**src/rtl/like_alu.sv**
```systemverilog
// Registered 4-function ALU (ADD/SUB/AND/OR) with carry/borrow and zero flags.
// Single-cycle latency; synchronous active-high reset clears all outputs.
module like_alu #(
  parameter int WIDTH = 5
) (
  input  logic             clk,
  input  logic             rst,
  input  logic [WIDTH-1:0] a,
  input  logic [WIDTH-1:0] b,
  input  logic [1:0]       select,
  output logic [WIDTH-1:0] result,
  output logic             carry,
  output logic             zero
);

  logic [WIDTH:0]   sum, diff;
  logic [WIDTH-1:0] res_d;
  logic             cy_d;

  assign sum  = {1'b0, a} + {1'b0, b};
  assign diff = {1'b0, a} - {1'b0, b};

  always_comb begin
    res_d = '0;
    cy_d  = 1'b0;
    case (select)
      2'b00: begin res_d = sum[WIDTH-1:0];  cy_d = sum[WIDTH];  end
      // borrow out of the extended subtraction is exactly a < b
      2'b01: begin res_d = diff[WIDTH-1:0]; cy_d = diff[WIDTH]; end
      2'b10: res_d = a & b;
      2'b11: res_d = a | b;
      default: ;
    endcase
  end

  // zero tracks the value being loaded, not the one currently held
  always_ff @(posedge clk) begin
    if (rst) begin
      result <= '0;
      carry  <= 1'b0;
      zero   <= 1'b0;
    end else begin
      result <= res_d;
      carry  <= cy_d;
      zero   <= (res_d == '0);
    end
  end

endmodule

```
**config.mk**
```make
export PLATFORM = sky130hd
export DESIGN_NAME = like_alu
export DESIGN_NICKNAME = d
export VERILOG_FILES = /design/src/rtl/like_alu.sv
export SDC_FILE = /design/constraint.sdc
export NUM_CORES = 1
export LEC_CHECK = 0
export CAP_MARGIN = 20
export CORE_MARGIN = 8
export CORE_UTILIZATION = 45
export CTS_BUF_LIST = sky130_fd_sc_hd__clkbuf_4
export DETAILED_ROUTE_END_ITERATION = 12
export PLACE_DENSITY = 0.88
export SLEW_MARGIN = 20
export SYNTH_ARGS = -nofsm -noshare
export SYNTH_HDL_FRONTEND = slang
export SYNTH_SLANG_ARGS = --single-unit
```
**constraint.sdc**
```tcl
create_clock -name clk -period 1.99 [get_ports clk]
set_input_delay 0.2985 -clock clk [delete_from_list [all_inputs] [get_ports clk]]
set_output_delay 0.2985 -clock clk [all_outputs]
set_load 0.05 [all_outputs]
```
==> flow_metrics.py <==
metrics = {
    "detailed_routing": {
        "first_iter_violations": 8,
        "wl_per_cell_um": 13.88,
        "drc": 0,
        "drt-total-wl_um": 2193,
        "dr.pass1.iters": 4,
        "vias": 794,
        "ant_nets": 0,
        "vias_per_cell": 5.025,
    },
    "worst_setup_path": {
        "cp_slowest_cell": "fa_2",
        "path_class": "input port to register",
        "cp.required_ns": 2.13,
        "critPathMaxStageDelay_ns": 0.37,
        "path_cells": "clkbuf_2 > buf_4 > ha_4 > fa_2 > a21oi_2 > nor3_2 > o31a_1 > o31a_1 > and4_1",
        "worstSetupStartpointType": "input port",
        "arrival_ns": 2.07,
        "cp_max_fo": 2,
        "cp_common_cell": "o31a_1",
        "crit_path_end_kind": "register",
    },
    "hold_path": {
        "hp-class": "input port to register",
        "hold_end": "result[2]",
        "holdPathStages": 6,
        "worstHoldStart": "a[2]",
    },
    "cells_and_area": {
        "final_nets": 165,
        "areaGrowthSynthToFinish_pct": 59.01,
        "drive_above_1_share_pct": 38.35,
        "n_antenna_cell": 0,
    },
    "synth": {
        "syn_area_um2": 812.0,
        "post_synth_xor_area_fraction_pct": 1.079,
        "seq_area_frac_synth_pct": 17.26,
        "yosys_warnings": 0,
        "synth_top_area_share_pct": 23.11,
        "ys_types": 32,
        "synthCells": 92,
        "yosys.area_share.simple_pct": 14.18,
        "synth_fa_ha_area_share_pct": 28.04,
        "yosysTopAreaCell": "ha_1",
        "synth_area_leaders": "ha_1 (23%), dfxtp_1 (17%), inv_1 (7.4%)",
        "synthMuxAreaShare_pct": 7.088,
        "synth_fp_nets": 123,
        "synth_top_family_by_area": "adder cells",
        "synth_compound_area_share_pct": 20.18,
        "syn_avg_cell_area_um2": 8.826,
        "ys_ff_latch": 7,
    },
    "placed_design": {
        "portBuffers": 20,
        "finalWeightedCongestion": 0.8247,
        "dp_hpwl_um": 1599,
    },
    "grt": {
        "grt_first_pass_wirelength_um": 3477,
        "grt_pass1_vias": 812,
        "antenna_found_initial": 0,
        "track_usage_pct": 13.03,
        "grt_overflow_total": 0,
        "grt_max_degree": 11,
    },
    "timing": {
        "rsz0062_at_grt": "false",
        "tns_ns": 0,
        "hold_viol": 0,
        "slew_violations": 0,
        "worst_slew_pin_slew_ns": 0.4955,
        "period_share_pct": 96.65,
        "whs_ns": 0.7339,
        "max-slew-margin-rel_pct": 66.86,
        "max_freq_ghz": 0.5199,
        "min_period_ns": 1.923,
        "setup_viol": 0,
    },
    "die": {
        "io_pins": 21,
        "die_w_um": 58.48,
        "die_area_um2": 3420,
        "initial_core_util_pct": 47.55,
        "num_rows": 15,
        "coreArea_um2": 1708,
        "die-height_um": 58.48,
    },
    "power_and_ir_drop": {
        "p_per_area_nw_per_um2": 474.3,
        "ir_worst_vdd_v": 0.0002347,
        "p_leak_nw": 0.6022,
    },
    "clock_network": {
        "cts_tree": "done",
        "cts_buffers": 3,
        "cts_sinks": 7,
        "root_buffer": "clkbuf_4",
        "holdBufCountCts": 0,
        "clk_pin_slew_ns": 0.05,
        "cts_buffer_depth": 2,
        "h-tree-depth": 1,
    },
    "run": {
        "max-cap-violations": 0,
    },
    "outcome": {
        "status": "completed",
    },
}
==> layout by cell type, fill, tap and decap left out, types with 3 or more instances in the layout <==
cell	n
inv_2	4
nand2_1	3
dfxtp_1	7
ha_4	5
ha_1	8
o21ai_0	5
buf_4	21
clkdlybuf4s50_1	14
clkbuf_4	4
inv_1	12
nor2_1	6
a21oi_1	5
==> stage by stage <==
step / cell area [µm²] / setup WS (ns) / utilization, % / total power [mW] / instances
2_1_floorplan: 812.0 / 0.01181 / - / 0.3254 / 92
3_3_place_gp: 1147 / -0.4817 / 67.18 / 0.4249 / 152
3_5_place_dp: 1147 / -0.5618 / 67.18 / 0.4351 / 152
4_1_cts: 1249 / 0.01559 / 73.11 / 0.6006 / 158
5_1_grt: 1291 / 0.007451 / 75.60 / 0.6421 / 158
6_report: 1291 / 0.06664 / 75.60 / 0.6124 / 158
==> metal layers <==
metal  vias to the layer above  wire length [µm]  global-route usage, %
li1                        398                 -                      -
met1                       367               813                  12.45
met2                        24              1200                  24.57
met3                         5               129                  3.043
met4                         0                51                  7.692
met5                         -                 0                      0
==> final cells by class <==
class,count,area [µm²]
Clock buffer,4,30.03
Fill cell,120,416.7
Inverter,16,60.06
Multi-Input combinational cell,65,679.4
Sequential cell,7,140.1
Tap cell,25,31.28
Timing Repair Buffer,41,350.3
==> flip-flops by register name (all words and copies together), names as in the netlist <==
| register | count |
|---|---|
| carry | 1 |
| zero | 1 |
| result | 5 |
==> power breakdown <==
part           total, mW  leakage [nW]  switching (mW)  internal [mW]
clock              0.144        0.0184          0.0539         0.0902
combinational      0.313         0.526           0.161          0.152
sequential         0.155        0.0580         0.00262          0.153
total              0.612         0.602           0.217          0.395
==> how the worst max path moves through the flow <==
stage	from	endpoint	slack [ns]
finish	b[0]	zero	0.07
global route	a[3]	zero	0.007
detailed placement	a[0]	zero	-0.56
floorplan	a[0]	zero	0.01
CTS	b[2]	zero	0.02
global placement	a[0]	zero	-0.48
==> cells in the mapped netlist, drive strengths merged <==
cell type,instances
a311oi,1
nor4,1
nor4b,2
o41ai,1
o211ai,1
a21o,1
nor2b,3
mux4,1
a21oi,7
and4,1
nor3,3
mux2,1
o21bai,1
fa,2
nand3,1
mux2i,2
o31a,2
o21ai,6
buf,4
a2111o,1
nor2,6
xnor2,1
o21ba,1
inv,16
dfxtp,7
ha,15
nand3b,1
nand2,3
==> worst max-delay path, delay by kind of cell <==
| kind | cells | cell delay [ns] |
|---|---|---|
| buffers and inverters | 2 | 0.26 |
| AOI/OAI and AO/OA | 3 | 0.71 |
| and+or+nand+nor | 2 | 0.27 |
| adders and majority gates | 2 | 0.53 |
==> logic make-up after synthesis <==
kind of cell | Yosys count
xor+xnor | 1
mux | 4
flops | 7
compound gates | 22
fa+ha+maj | 17
buf+inv | 20
simple gates | 21
==> timing repair <==
action                     4_1_cts  5_1_grt
buffers inserted                 2        0
gates resized for setup         18       14
pin swaps                        8        7
setup endpoints to repair        5        2
(Power assumes the default switching activity.)
==> RTL change: new RTL, config.mk and constraints unchanged <==
`WIDTH`: 5 -> 10.
--- a/src/rtl/like_alu.sv
+++ b/src/rtl/like_alu.sv
@@ -2,5 +2,5 @@
 // Single-cycle latency; synchronous active-high reset clears all outputs.
 module like_alu #(
-  parameter int WIDTH = 5
+  parameter int WIDTH = 10
 ) (
   input  logic             clk,
Ports: changed (resized a, b and result); port bits go from 21 to 36. No check against the original RTL was run, so the function may have changed too.
==> RTL change against the unedited design <==
The run now ends with setup timing left. Utilization up 11 points. Synthesized area up 110%. Sequential cell count up 5. Power up 140%. Design area up 140%. Routed wire length rose to 3.5 times the old value. Worst setup slack worse by 0.17 ns. Critical path type unchanged. Critical endpoint is now result[6]$_SDFF_PP0_.
==> RTL change: results (changes against the unedited design) <==
outcome: "complete, but fails checks"
violations: "setup timing"
cts_made_buffers: 3  # unchanged
synth_xor_area_frac: 0.0311  # +0.0203
setup_viol: 5  # +5
synth_fa_ha_area_frac: 0.246  # -0.0343
critical_path.startpoint: "a[0]"
synthArstFlopShare: 0  # unchanged
ys_top_cells_by_count: "ha_1 (30), inv_1 (30), nor2_1 (29)"
reg_top3: "result: 10 flops, carry: 1 flops, zero: 1 flops"
grt_start_max_net_pins: 18  # +7
arrival_ns: 2.28  # +0.21 ns
drt-total-wl_microns: 7710  # +250%
post_route_cells_drive_above_1_share: 0.536  # +0.152
track_usage: 0.197  # +0.0663
hold_ws_ns: 0.652  # -0.0815 ns
vias: 2286  # +190%
grt_pass1_vias: 2222  # +170%
synth_top_area_frac: 0.222  # -0.00874
ir_drop_v: 0.000181  # -23%
fin_setup_tns_ns: -0.255  # -0.255 ns
drt_iter0_markers: 214  # +206
slew_headroom: 0.669  # about the same
ys_seq_area_frac: 0.142  # -0.0302
synthesis.nets: 283  # +130%
yosysWarnings: 0  # unchanged
p_leak_uw: 0.00139  # +130%
synthTopCellsByArea: "ha_1 (22%), dfxtp_1 (14%), inv_1 (6.7%)"
globalplace.congestion: 1.02  # +23%
fin_ws_ns: -0.107  # -0.174 ns
synth_cell_types: 48  # +50%
io_buffers: 35  # +75%
synth-compound-area-share: 0.262  # +0.0606
synth_mux_area_frac: 0.0348  # -0.0360
final_nets: 391  # +140%
grt_first_pass_wirelength_microns: 9910  # +180%
clk_pin_slew_ns: 0.07  # +0.02 ns
antenna_found_initial: 0  # unchanged
hp-class: "in2reg"
firstDrtPassIters: 5  # +1
hpwl_microns: 4040  # +150%
hold_start: "b[0]"
worst-path-max-fanout: 2  # unchanged
htreeDepth: 1  # unchanged
-- RTL change: cell types whose count changed after synthesis, sizes merged, moves of 7 or more --
cell,unedited run,this run
a211oi,0,7
o21ai,6,16
a21oi,7,16
nand2,3,15
ha,15,30
inv,16,32
nor2,6,29
-- RTL change: repair_timing --
item,CTS,global route
gates resized for setup,99,60
pin swaps,23,29
setup buffers,8,7
setup endpoints to repair,11,8
-- RTL change: area by class of cell --
cell class,count,area (sq um)
multi-input combinational,172,1740
timing repair buffer,114,960
fill,187,472
sequential,12,240
inverter,32,133
tap,48,60.1
clock buffer,3,22.5
clock inverter,1,3.75
-- RTL change: stage by stage --
step	area, sq um	setup WS [ns]	cells
6_report	3160	-0.107	382
5_1_grt	3160	-0.149	382
4_1_cts	2930	-0.0207	375
3_5_place_dp	2570	-0.906	364
3_3_place_gp	2570	-0.838	364
2_1_floorplan	1720	-0.0465	227
-- RTL change: cell families after synthesis --
family,after synthesis
buf+inv,43
simple gates,66
fa+ha+maj,32
xor+xnor,6
compound gates,64
flops,12
mux,4
-- RTL change: report_power, final --
group          total (uW)  switching [uW]  internal [uW]
registers             268            4.88            264
clock network         151            78.6           72.7
logic                1020             544            476
total                1440             628            812
-- RTL change: final timing paths --
path / end / cells after the start
setup / recovery: result[6]$_SDFF_PP0_ / 12
hold / removal: result[0]$_SDFF_PP0_ / 6
-- RTL change: routing by layer --
metal  routed length, microns  global-route usage  up-vias
met2                     3820               0.366      156
met1                     2690               0.197     1067
met3                      615              0.0443       59
met5                        0                   0        -
li1                         -                   -     1004
met4                      590               0.102        0
-- RTL change: tightest hold or removal path, stage by stage --
cell and delay (ns):
buf_4 0.14, inv_1 0.05, ha_1 0.11, mux2i_1 0.08
buf_4 0.14, nor2_1 0.07
